## config.mk

```make
export PLATFORM = sky130hd
export DESIGN_NAME = regfile_write_arbiter
export DESIGN_NICKNAME = d
export VERILOG_FILES = /design/src/rtl/regfile_pkg.sv /design/src/rtl/regfile_req_fifo.sv /design/src/rtl/regfile_write_arbiter.sv
export SDC_FILE = /design/constraint.sdc
export NUM_CORES = 1
export LEC_CHECK = 0
export CAP_MARGIN = 20
export CORE_UTILIZATION = 55
export CTS_CLUSTER_SIZE = 8
export DETAILED_ROUTE_END_ITERATION = 6
export GPL_ROUTABILITY_DRIVEN = 0
export PLACE_DENSITY = 0.82
export SETUP_SLACK_MARGIN = 0.1
export SLEW_MARGIN = 25
export SYNTH_ARGS = -nofsm -noshare
export SYNTH_HDL_FRONTEND = slang
export SYNTH_SLANG_ARGS = --single-unit
export TNS_END_PERCENT = 5
```

## constraint.sdc

```tcl
create_clock -name clk -period 3.2 [get_ports clk]
set_clock_uncertainty 0.2 [all_clocks]
set_input_delay 0.32 -clock clk [delete_from_list [all_inputs] [get_ports clk]]
set_output_delay 0.32 -clock clk [all_outputs]
set_load 0.02 [all_outputs]
```

## src/rtl/regfile_pkg.sv

```systemverilog
// Shared register-file definitions: index/data widths, register count and the
// write-entry layout used by the write arbiter, register file and control unit.
package regfile_pkg;
  localparam int REG_ADDR_W = 2;
  localparam int DATA_W     = 16;
  localparam int NUM_REGS   = 4;

  typedef struct packed {
    logic [REG_ADDR_W-1:0] reg_idx;
    logic [DATA_W-1:0]     data;
  } wr_entry_t;
endpackage

```

## src/rtl/regfile_req_fifo.sv

```systemverilog
// Per-requester write FIFO. Entries are {key, payload} with the key (target
// register index) in the top KEY_W bits. Every slot's key and valid bit are
// exported so the owner can build a pending-write scoreboard without popping.
module regfile_req_fifo #(
  parameter int DEPTH = 2,
  parameter int W     = 18,
  parameter int KEY_W = 2
) (
  input  logic                        clk,
  input  logic                        reset_n,
  input  logic                        flush,
  input  logic                        push,
  input  logic                        pop,
  input  logic [W-1:0]                push_data,
  output logic [W-1:0]                head_data,
  output logic                        full,
  output logic                        empty,
  output logic [DEPTH-1:0]            slot_valid,
  output logic [DEPTH-1:0][KEY_W-1:0] slot_key
);
  localparam int AW = $clog2(DEPTH);
  localparam logic [AW-1:0] PTR_ONE  = AW'(1);
  localparam logic [AW:0]   CNT_ONE  = (AW+1)'(1);
  localparam logic [AW:0]   CNT_FULL = (AW+1)'(DEPTH);

  logic [DEPTH-1:0][W-1:0] mem;
  logic [AW-1:0]           rd_ptr;
  logic [AW-1:0]           wr_ptr;
  logic [AW:0]             count;

  // Pointer and occupancy bookkeeping; flush empties the FIFO in one edge.
  always_ff @(posedge clk or negedge reset_n) begin
    if (!reset_n) begin
      rd_ptr <= '0;
      wr_ptr <= '0;
      count  <= '0;
    end else if (flush) begin
      rd_ptr <= '0;
      wr_ptr <= '0;
      count  <= '0;
    end else begin
      if (push) wr_ptr <= wr_ptr + PTR_ONE;
      if (pop)  rd_ptr <= rd_ptr + PTR_ONE;
      case ({push, pop})
        2'b10:   count <= count + CNT_ONE;
        2'b01:   count <= count - CNT_ONE;
        default: count <= count;
      endcase
    end
  end

  // Entry storage needs no reset; validity comes from the pointers.
  always_ff @(posedge clk) begin
    if (push && !flush) mem[wr_ptr] <= push_data;
  end

  // A slot is live when its distance from the read pointer is below occupancy.
  always_comb begin
    slot_valid = '0;
    slot_key   = '0;
    for (int j = 0; j < DEPTH; j++) begin
      slot_valid[j] = {1'b0, AW'(j) - rd_ptr} < count;
      slot_key[j]   = mem[j][W-1 -: KEY_W];
    end
  end

  assign head_data = mem[rd_ptr];
  assign full      = (count == CNT_FULL);
  assign empty     = (count == '0);
endmodule

```

## src/rtl/regfile_write_arbiter.sv

```systemverilog
// Round-robin sharing of the register file's single write port between
// NUM_REQ writeback producers, with a registered output stage and a
// pending-write mask for hazard detection.
// Optional build macro REGFILE_ARB_STATS_EN adds saturating per-requester
// grant counters (grant_count) and a backpressure cycle counter (stall_count).
module regfile_write_arbiter #(
  parameter int NUM_REQ    = 3,
  parameter int FIFO_DEPTH = 2,
  parameter int DATA_W     = regfile_pkg::DATA_W,
  parameter int REG_ADDR_W = regfile_pkg::REG_ADDR_W
) (
  input  logic                           clk,
  input  logic                           reset_n,
  input  logic                           flush,
  input  logic [NUM_REQ-1:0]             req_valid,
  output logic [NUM_REQ-1:0]             req_ready,
  input  logic [NUM_REQ*REG_ADDR_W-1:0]  req_reg,
  input  logic [NUM_REQ*DATA_W-1:0]      req_data,
  output logic [REG_ADDR_W-1:0]          write_reg,
  output logic [DATA_W-1:0]              write_data,
  output logic                           reg_write,
  output logic [2**REG_ADDR_W-1:0]       pending_mask,
  output logic                           idle
`ifdef REGFILE_ARB_STATS_EN
  ,
  output logic [NUM_REQ*16-1:0]          grant_count,
  output logic [15:0]                    stall_count
`endif
);
  localparam int ENT_W = REG_ADDR_W + DATA_W;
  localparam int RR_W  = (NUM_REQ > 1) ? $clog2(NUM_REQ) : 1;
  localparam logic [RR_W-1:0] RR_INIT = RR_W'(NUM_REQ - 1);

  logic [NUM_REQ-1:0]                             fifo_full;
  logic [NUM_REQ-1:0]                             fifo_empty;
  logic [NUM_REQ-1:0]                             push;
  logic [NUM_REQ-1:0]                             pop;
  logic [NUM_REQ-1:0][ENT_W-1:0]                  head;
  logic [NUM_REQ-1:0][FIFO_DEPTH-1:0]             slot_valid;
  logic [NUM_REQ-1:0][FIFO_DEPTH-1:0][REG_ADDR_W-1:0] slot_key;
  logic [RR_W-1:0]                                rr;
  logic [RR_W-1:0]                                gnt_idx;
  logic [RR_W-1:0]                                cand;
  logic                                           gnt_any;

  // Ready never looks at this cycle's pop: a full FIFO stays closed for a cycle.
  assign req_ready = ~fifo_full & {NUM_REQ{~flush}};
  assign push      = req_valid & req_ready;

  for (genvar i = 0; i < NUM_REQ; i++) begin : g_fifo
    regfile_req_fifo #(
      .DEPTH (FIFO_DEPTH),
      .W     (ENT_W),
      .KEY_W (REG_ADDR_W)
    ) u_fifo (
      .clk        (clk),
      .reset_n    (reset_n),
      .flush      (flush),
      .push       (push[i]),
      .pop        (pop[i]),
      .push_data  ({req_reg[i*REG_ADDR_W +: REG_ADDR_W], req_data[i*DATA_W +: DATA_W]}),
      .head_data  (head[i]),
      .full       (fifo_full[i]),
      .empty      (fifo_empty[i]),
      .slot_valid (slot_valid[i]),
      .slot_key   (slot_key[i])
    );
  end

  // Round-robin search from rr+1; walking backwards lets the nearest candidate win.
  always_comb begin
    gnt_any = 1'b0;
    gnt_idx = rr;
    cand    = rr;
    for (int k = NUM_REQ; k >= 1; k--) begin
      cand = RR_W'((int'(rr) + k) % NUM_REQ);
      if (!fifo_empty[cand]) begin
        gnt_any = 1'b1;
        gnt_idx = cand;
      end
    end
    if (flush) gnt_any = 1'b0;
  end

  // One-hot pop of the winning FIFO.
  always_comb begin
    pop = '0;
    if (gnt_any) pop[gnt_idx] = 1'b1;
  end

  // Output stage: load the winner's head; index/data hold when nothing is granted.
  always_ff @(posedge clk or negedge reset_n) begin
    if (!reset_n) begin
      reg_write  <= 1'b0;
      write_reg  <= '0;
      write_data <= '0;
      rr         <= RR_INIT;
    end else if (flush) begin
      reg_write <= 1'b0;
    end else if (gnt_any) begin
      reg_write               <= 1'b1;
      {write_reg, write_data} <= head[gnt_idx];
      rr                      <= gnt_idx;
    end else begin
      reg_write <= 1'b0;
    end
  end

  // Pending-write scoreboard over queued entries plus the staged write.
  always_comb begin
    pending_mask = '0;
    for (int i = 0; i < NUM_REQ; i++) begin
      for (int j = 0; j < FIFO_DEPTH; j++) begin
        if (slot_valid[i][j]) pending_mask[slot_key[i][j]] = 1'b1;
      end
    end
    if (reg_write) pending_mask[write_reg] = 1'b1;
  end

  assign idle = (&fifo_empty) & ~reg_write;

`ifdef REGFILE_ARB_STATS_EN
  logic [NUM_REQ-1:0][15:0] grant_cnt;
  logic [15:0]              stall_cnt;

  // Saturating statistics; only reset clears them, flush leaves them alone.
  always_ff @(posedge clk or negedge reset_n) begin
    if (!reset_n) begin
      grant_cnt <= '0;
      stall_cnt <= '0;
    end else begin
      if (gnt_any && grant_cnt[gnt_idx] != 16'hFFFF)
        grant_cnt[gnt_idx] <= grant_cnt[gnt_idx] + 16'd1;
      if ((|(req_valid & ~req_ready)) && stall_cnt != 16'hFFFF)
        stall_cnt <= stall_cnt + 16'd1;
    end
  end

  assign grant_count = grant_cnt;
  assign stall_count = stall_cnt;
`endif
endmodule

```

==> metrics.txt, run 1 <==
adder-cell share of the synthesized area 0.00554; worst ir drop on vdd 0.000768 V; Residual DRC 0; largest net degree at the start of global routing 40; FF/Latch Area ~0.004 mm2; worst hold-check path type input pin to asynchronous set/reset pin; RSZ-0062 raised after global routing yes; status finished, final reports clean; Vias per Instance ~6.3; post-detail-place hpwl around 9800 um; Yosys reg bits approximately 140; DR top layer met4; Stages on worst setup path 10; maxcap violations 0; Mapped Nets 519; share of cells above drive strength 1 0.130; first-pass GRT wire length approximately 23000 um; CP Capture Type flip-flop; slowest stage delay, CP 0.55 ns; worst reg2reg path startpoint rr[1]; Synth Instances 457; DR vias ~4400; Port Buf Inserts between 80 and 90; Final period util 0.962; max FFs per register 96; # setup viols final 0; die extent in y ~110 um; Area Growth Syn to Fin 26.7%; number of diodes 0; Mapped Area 0.00632 mm2; WL per Instance 20.6 um; CTS Buffer Depth 2; WL met1 just under 6000 um; Biggest register g_fifo.u_fifo.mem; Slew HR 0.549; IO Pins 87; Compound-Gate Fraction of Synth Area 0.164; DR pass1 iterations 5; Pleak approximately 2.7 nW; prevailing post-synth register cell edfxtp_1; post-route ant nets 0; Top delay family on crit path compound AO/OA/AOI/OAI gates; FMAX 0.325 GHz; Fin. Hold Viols 0; gr ovfl total 0; CP Max Fanout 14; Setup CP Type flip-flop to flip-flop; R2R depth 10; min Tclk post-route 3.08 ns; initial antenna violation count 0; Buf/Inv on CP 3; unique cell type count in the Yosys netlist 61; main combinational cell family by area after synthesis compound AO/OA/AOI/OAI gates; area of the core 0.0110 mm2; initial core utilization 0.573; Rows 38; post-synthesis area per instance 13.8 um2; R2R Setup Slk roughly 0.12 ns; clock latency on the worst-skew pair between 0.4 and 0.5 ns; number of CTS-inserted buffers 17; worst reg2reg endpoint write_data[14]; Worst EP required 3.35 ns; power per standard cell area about 1100 mW/mm2; CTS Root Cell clkbuf_16; simple-gate share of the synthesized area 0.0808; CTS sink cnt 141; # fillers 710; Iteration-0 DRC Markers 319; total power 9.08 mW; Die X 109 um; GRT Total Usage 0.259; Finished Cell Area 0.00801 mm2; worst-path cell chain inv_1 > ha_2 > o31a_1 > o32ai_1 > and3_2 > buf_4 > buf_4 > a2111oi_1 > a211oi_1 > o22a_1; metal3 WL 727 um; Final Net Count 617; proportion of synthesized area in mux cells 0.0586; ys async rst share 0.234; synth warn 0; CTS clk-pin slew, worst paths 0.06 ns; vias in the first global route 4370; CP max stage cell dfstp_2; drt total wl about 15000 um; H-tree depth 4; Slew @ Worst Pin between 0.6 and 0.7 ns; CTS tree built; Placement Cell Area 0.00736 mm2; Die ar. 0.0119 mm2; multi-input logic area 0.00209 mm2; Slew Limit Fails 0; Post-Synth XOR/XNOR Area 0.0125; Arrival @ worst endpoint 3.23 ns; DR WL met2 7540 um; startpoint types flip-flop; CP most frequent cell buf_4; Post-synth EDFFs 108; sequential-to-total area share from yosys stat 0.644
## placed cells by master, fill, tap and decap left out, types with 8 or more instances in the layout
cell type | synthesis | final
a2111oi_0 | 18 | 14
a211oi_1 | 22 | 20
a21oi_1 | 9 | 9
buf_4 | 4 | 25
clkbuf_16 | 0 | 17
clkdlybuf4s50_1 | 0 | 86
dfrtp_1 | 32 | 31
edfxtp_1 | 108 | 108
inv_1 | 11 | 11
mux2i_1 | 37 | 37
nand2_1 | 13 | 13
nor2_1 | 20 | 20
nor2b_1 | 21 | 21
nor3_1 | 9 | 9
o21ai_0 | 9 | 8
o22a_1 | 19 | 19
o31ai_1 | 19 | 19
xnor2_1 | 9 | 9
## worst max-delay path by stage
stage                     start              to  slack, ns
after floorplan           rr[1]   write_data[0]       0.55
after global routing      rr[1]  write_data[14]       0.02
after detailed placement  rr[1]  write_data[14]      -0.02
final                     rr[1]  write_data[14]       0.12
after CTS                 rr[1]  write_data[14]       0.06
after global placement    rr[1]  write_data[10]       0.12
## cell usage after synthesis, drive strengths merged, types with 5 or more instances
master | number | share of area
dfrtp | 32 | 0.13
xnor2 | 9 | 0.012
o22a | 19 | 0.026
nor3 | 10 | 0.0087
and3 | 5 | 0.0049
nand2 | 14 | 0.0087
buf | 24 | 0.022
edfxtp | 108 | 0.51
a2111oi | 20 | 0.030
nor2 | 21 | 0.013
o21ai | 9 | 0.0071
nor2b | 21 | 0.021
inv | 12 | 0.0071
o31ai | 19 | 0.023
clkbuf | 9 | 0.0053
a21oi | 9 | 0.0071
mux2i | 37 | 0.059
a211oi | 24 | 0.030
## per-stage QoR
step	worst slack (ns)	hold slack, ns	setup TNS (ns)	utilization	instances
after floorplan	0.554	-0.176	0	-	457
after global placement	0.121	0.295	0	0.668	674
after detailed placement	-0.0242	0.306	-0.0242	0.668	674
after CTS	0.0605	0.140	0	0.718	706
after global routing	0.0151	0.162	0	0.726	708
final	0.121	0.124	0	0.726	708
## timing repair
| item | 4_1_cts | 5_1_grt |
|---|---|---|
| hold buffers | 0 | 0 |
| pin swaps | 1 | 2 |
| setup endpoints to repair | 17 | 24 |
| resized for setup | 4 | 13 |
| setup buffers | 0 | 2 |
## logic make-up (layout without fill, tap and decap cells)
group                      Yosys count  count (layout)
AOI/OAI and AO/OA                  128             128
xor gates and xnor gates             9               9
and+or+nand+nor                     94              94
adders and majority gates            3               3
muxes                               37              37
DFF                                141             141
buffers and inverters               45             156
## layout make-up
type	count	area share
inverter	12	0.00563
clock inverter	14	0.0159
clock buffer	18	0.0536
sequential	141	0.509
multi-input combinational	271	0.261
timing repair buffer	112	0.133
tap	140	0.0219
## power by group
part,internal [mW],switching (mW)
logic,1.91,2.74
registers,2.32,0.268
clock network,1.13,0.715
## routing by layer
layer,global-route usage,vias up
li1,-,2017
met5,0,-
met1,0.327,2216
met2,0.440,166
met4,0.108,0
met3,0.0472,42
Power figures use the tool's default switching activity.
==> run 2: changes to the inputs <==
--- a/config.mk
+++ b/config.mk
@@ -5,6 +5,7 @@
 export SDC_FILE = /design/constraint.sdc
 export NUM_CORES = 1
 export LEC_CHECK = 0
+export ABC_AREA = 1
 export CAP_MARGIN = 20
 export CORE_UTILIZATION = 55
 export CTS_CLUSTER_SIZE = 8
==> metrics.txt, run 2 <==
status finished, final reports clean; post-route insts no fill 828; post-place setup slack 0.329 ns; prevailing post-synth register cell edfxtp_1; RSZ-0062 raised after global routing yes; worst hold-check path type input pin to asynchronous set/reset pin; Slew Limit Fails 0; maxcap violations 0; Residual DRC 0; gr ovfl total 0; Pleak 3.12 nW; Synth Instances 566; clock latency on the worst-skew pair 0.41 ns; CP max stage cell clkdlybuf4s50_1; Biggest register g_fifo.u_fifo.mem; largest net degree at the start of global routing 34; ys async rst share 0.234; worst ir drop on vdd slightly below 0.0009 V; worst-path cell chain buf_4 > inv_1 > buf_4 > o21ai_1 > inv_1 > nor3_1 > a311oi_1 > nand4_1 > clkdlybuf4s50_1; worst reg2reg endpoint g_fifo[0].u_fifo.count[1]; CTS Root Cell clkbuf_16; DR vias 4701; CTS tree built; GR Layer Usage met2 0.465; initial core utilization 0.568; Top delay family on crit path buffers and inverters; Stages on worst setup path 9; Setup CP Type flip-flop to output port; synth warn 0; vias in the first global route 4694; Slew @ Worst Pin 0.490 ns; Final period util 0.953; Port Buf Inserts 86; area of the core 0.0109 mm2; post-route ant nets 0; largest area contributor in the netlist edfxtp_1; Die ar. 0.0117 mm2; post-synthesis area per instance 11.0 um2; Synth area leaders edfxtp_1 (52%), dfrtp_1 (13%), nand2_1 (9.3%), nor2_1 (3.4%), nand3_1 (3.0%); post-detail-place hpwl 10200 um; dpl cells 790; met1 Usage GRT 0.326; CTS sink cnt 141; Mapped Nets 628; CP Capture Type output port; # fillers 750; worst setup margin 0.150 ns; termination of the worst setup path pending_mask[3]; Commonest cells post-synth nand2_1 (154), edfxtp_1 (108), nor2_1 (56), nand3_1 (37), inv_1 (35); sequential-to-total area share from yosys stat 0.655; H-tree depth 4; initial antenna violation count 0; share of cells above drive strength 1 0.147; Vias per Instance 5.68; CP startpoint g_fifo[0].u_fifo.rd_ptr; # setup viols final 0; FMAX 0.328 GHz; R2R depth 16; most frequent cell after synthesis nand2_1; GR met3 Demand/Resource 0.0603; Area Growth Syn to Fin 27.1%; CTS clk-pin slew, worst paths 0.06 ns; die extent in y 108 um; CP Max Fanout 15; Synth top area share 0.522; DR pass1 iterations 5; worst reg2reg path startpoint rr[0]; Yosys reg bits roughly 140; commonest non-fill, non-tap cell in the layout nand2_1; R2R Setup Slk 0.38 ns; Fin. Hold Viols 0; drt total wl 14700 um; unique cell type count in the Yosys netlist 36; Post-synth EDFFs 108; min Tclk post-route 3.05 ns; GRT Total Usage 0.270; startpoint types flip-flop; IO Pins 87; slowest stage delay, CP 0.57 ns; number of diodes 0; power per standard cell area 1070 mW/mm2; GRT Max-Usage Layer met2; Buf/Inv on CP 5; Rows 38; Iteration-0 DRC Markers 473; WL per Instance 17.7 um; commonest non-fill, non-tap cells in the layout nand2_1 (154), edfxtp_1 (108), clkdlybuf4s50_1 (86), nor2_1 (56), nand3_1 (37); number of CTS-inserted buffers 17; first-pass GRT wire length between 20000 and 25000 um; Worst EP required between 2 and 3 ns; Final Net Count 737; setup TNS 0 ns; CTS Buffer Depth 2; max FFs per register 96; Slew HR 0.672; Die X 108 um; CTS Hold Bufs 0; Mapped Area 0.00621 mm2; Arrival @ worst endpoint 2.53 ns
[run 2: cell count changes in the layout (fill, tap and decap cells not counted), sizes merged, moves of 19 or more]
cell / previous run / this run
o21ai: 9 / 34
nand2: 14 / 162
a211oi: 24 / 0
nor2: 21 / 62
mux2i: 37 / 14
nor2b: 21 / 0
o22a: 19 / 0
nand3: 3 / 39
a2111oi: 20 / 1
inv: 12 / 40
[run 2: worst min path at each step]
| stage | start | end | slack, ns | depth (start not counted) |
|---|---|---|---|---|
| 5_1_grt | reset_n | g_fifo[2].u_fifo.count[0] | 0.17 | 2 |
| 6_report | reset_n | g_fifo[2].u_fifo.count[0] | 0.13 | 2 |
| 4_1_cts | reset_n | g_fifo[2].u_fifo.count[1] | 0.15 | 2 |
| 3_5_place_dp | write_data[0] | write_data[0] | 0.31 | 2 |
| 2_1_floorplan | reset_n | g_fifo[0].u_fifo.count[0] | -0.18 | 0 |
| 3_3_place_gp | g_fifo[0].u_fifo.mem[0] | write_data[0] | 0.29 | 2 |
[run 2: repair_timing]
| item | 4_1_cts | 5_1_grt |
|---|---|---|
| resized for setup | 1 | 5 |
| setup endpoints to repair | 1 | 4 |
| buffers inserted | 0 | 6 |
[run 2: logic make-up (layout without fill, tap and decap cells)]
group | count (synthesis) | after routing | synth area share
simple gates | 279 | 279 | 0.193
fa+ha+maj | 2 | 2 | 0.00403
mux | 30 | 30 | 0.0515
compound gates | 58 | 58 | 0.0596
buf+inv | 56 | 178 | 0.0366
flops | 141 | 141 | 0.655
[run 2: power breakdown]
part / switching (mW) / leakage, nW / internal, mW
Clock: 0.736 / 0.264 / 1.14
Combinational: 2.67 / 1.46 / 1.36
Sequential: 0.212 / 1.39 / 2.31
[run 2: stage by stage]
stage	utilization	hold slack, ns	power [mW]	cell area (um2)
detailed placement	0.665	0.311	6.40	7270
CTS	0.718	0.147	8.36	7850
finish	0.722	0.132	8.42	7900
floorplan	-	-0.176	5.24	6210
global route	0.722	0.171	8.91	7900
global placement	0.665	0.290	6.23	7270
[run 2: final cells by class]
cell class                 count  area [um2]  share of cell area
multi-input combinational    369        1920               0.243
timing repair buffer         105        1000               0.127
clock buffer                  17         425              0.0539
clock inverter                15         149              0.0189
sequential                   141        4070               0.516
tap                          140         175              0.0222
inverter                      41         158              0.0200
[run 2: per-layer routing]
layer,part of all wire,routed length (um),up-vias
met4,0.037,537,0
li1,-,-,2156
met3,0.070,1030,54
met5,0,0,-
met2,0.51,7520,252
met1,0.38,5600,2239
==> run 3: changes to the inputs <==
--- a/config.mk
+++ b/config.mk
@@ -7,11 +7,11 @@
 export LEC_CHECK = 0
 export ABC_AREA = 1
 export CAP_MARGIN = 20
-export CORE_UTILIZATION = 55
+export CORE_UTILIZATION = 59
 export CTS_CLUSTER_SIZE = 8
 export DETAILED_ROUTE_END_ITERATION = 6
 export GPL_ROUTABILITY_DRIVEN = 0
-export PLACE_DENSITY = 0.82
+export PLACE_DENSITY = 0.87
 export SETUP_SLACK_MARGIN = 0.1
 export SLEW_MARGIN = 25
 export SYNTH_ARGS = -nofsm -noshare
==> constraint.sdc (replaced) <==
create_clock -name clk -period 3.55 [get_ports clk]
set_clock_uncertainty 0.2 [all_clocks]
set_input_delay 0.355 -clock clk [delete_from_list [all_inputs] [get_ports clk]]
set_output_delay 0.355 -clock clk [all_outputs]
set_load 0.02 [all_outputs]
==> metrics.txt, run 3 (same netlist as run 2, synthesis figures left out) <==
# fillers 624; Pleak 3.09 nW; GRT Total Usage 0.302; IO Pins 87; Iteration-0 DRC Markers 480; initial antenna violation count 0; share of cells above drive strength 1 0.143; Final period util 0.928; Port Buf Inserts 86; Finished Cell Area 0.00786 mm2; maxcap violations 0; commonest non-fill, non-tap cells in the layout nand2_1 (154), edfxtp_1 (108), clkdlybuf4s50_1 (86), nor2_1 (56), nand3_1 (37); DR vias 4848; Arrival @ worst endpoint between 2 and 3 ns; worst hold-check path type input pin to asynchronous set/reset pin; largest net degree at the start of global routing 34; CTS clk-pin slew, worst paths 0.06 ns; FMAX 0.303 GHz; Setup CP Type flip-flop to output port; commonest non-fill, non-tap cell in the layout nand2_1; CTS Buffer Depth 2; total power 7.67 mW; H-tree depth 4; die extent in y 105 um; Fin. Hold Viols 0; Biggest register g_fifo.u_fifo.mem; first-pass GRT wire length between 20000 and 25000 um; gr ovfl total 0; # setup viols final 0; CTS Hold Bufs 0; Rows 37; Slew @ Worst Pin 0.514 ns; CTS sink cnt about 140; CP max stage cell clkdlybuf4s50_1; Slew HR 0.657; Placement Cell Area slightly above 0.007 mm2; CP Max Fanout 11; area of the core 0.0103 mm2; startpoint types flip-flop; worst ir drop on vdd 0.000984 V; Die X 105 um; CTS tree built; post-route ant nets 0; CP Capture Type output port; Die ar. about 0.011 mm2; WL per Instance 18.9 um; Worst EP required 2.99 ns; Slew Limit Fails 0; CTS Root Cell clkbuf_8; vias in the first global route 4959; post-detail-place hpwl 10300 um; clock latency on the worst-skew pair 0.53 ns; setup TNS 0 ns; worst-path cell chain clkinvlp_4 > o21ai_1 > inv_1 > nor3_1 > a311oi_1 > nand4_1 > clkdlybuf4s50_1; Area Growth Syn to Fin 26.5%; number of diodes 0; status finished with violations; R2R Setup Slk 0.65 ns; number of CTS-inserted buffers 17; Residual DRC 3; failing checks design-rule violations; initial core utilization 0.605; power per standard cell area between 900 and 1000 mW/mm2; Vias per Instance between 5 and 6; DR pass1 iterations 7; drt total wl 15500 um; slowest stage delay, CP between 0.6 and 0.7 ns; max FFs per register 96; min Tclk post-route 3.30 ns; Final Net Count 734; RSZ-0062 raised after global routing yes
==> run 3: cell types whose count changed in the layout (fill, tap and decap cells not counted), sizes merged <==
cell	before	now
clkbuf	17	18
clkinv	8	6
buf	19	16
inv	40	41
==> run 3: per-layer routing <==
| metal | wire length, um | vias to the layer above | GRT usage | part of all wire |
|---|---|---|---|---|
| met3 | 1340 | 87 | 0.0699 | 0.086 |
| met2 | 7850 | 350 | 0.500 | 0.50 |
| met1 | 5430 | 2253 | 0.353 | 0.35 |
| met4 | 935 | 0 | 0.197 | 0.060 |
| met5 | 0 | - | 0 | 0 |
| li1 | - | 2158 | - | - |
==> run 3: path summary, 6_finish.rpt <==
path,from,to,cells past startpoint
worst max-delay path,g_fifo[1].u_fifo.rd_ptr,pending_mask[1],7
worst min-delay path,reset_n,g_fifo[2].u_fifo.count[0],2
worst max register to register,rr[1],g_fifo[0].u_fifo.count[1],16
worst min register to register,g_fifo[0].u_fifo.mem[0],write_data[0],2
max in group asynchronous,reset_n,g_fifo[1].u_fifo.rd_ptr,2
min in group clk,req_data[16],g_fifo[1].u_fifo.mem[18],1
==> run 3: power by group <==
group	total (mW)	internal, mW	switching [mW]
Combinational	3.71	1.21	2.51
Sequential	2.27	2.08	0.192
Clock	1.68	0.998	0.685
==> run 3: layout make-up <==
cell class | count | area, um2 | area share
repair buffers | 102 | 981 | 0.125
well taps | 136 | 170 | 0.0216
clock buffers | 18 | 418 | 0.0532
multi-input cells | 369 | 1920 | 0.244
clock inverters | 14 | 145 | 0.0185
inverters | 41 | 158 | 0.0201
flip-flops and latches | 141 | 4070 | 0.518
==> run 3: what timing repair did <==
item / in CTS / in global routing
setup endpoints to repair: 1 / 2
cloned: 0 / 0
gates resized for setup: 1 / 4
setup buffers: 0 / 4
==> run 3: critical path: cells and delay by family (launching register included) <==
| kind | cells | cell delay (ns) |
|---|---|---|
| flip-flops | 1 | 0.52 |
| AND/OR/NAND/NOR | 2 | 0.36 |
| AO/OA/AOI/OAI | 2 | 0.37 |
| buffers and inverters | 3 | 0.95 |
==> run 3: through the flow <==
step / hold slack (ns) / setup slack, ns / cells / utilization
floorplan: -0.141 / 1.07 / 566 / -
global placement: 0.288 / 0.863 / 785 / 0.706
detailed placement: 0.308 / 0.642 / 785 / 0.706
CTS: 0.0712 / 0.134 / 817 / 0.761
global route: 0.0843 / 0.0945 / 821 / 0.765
finish: 0.0565 / 0.254 / 821 / 0.765
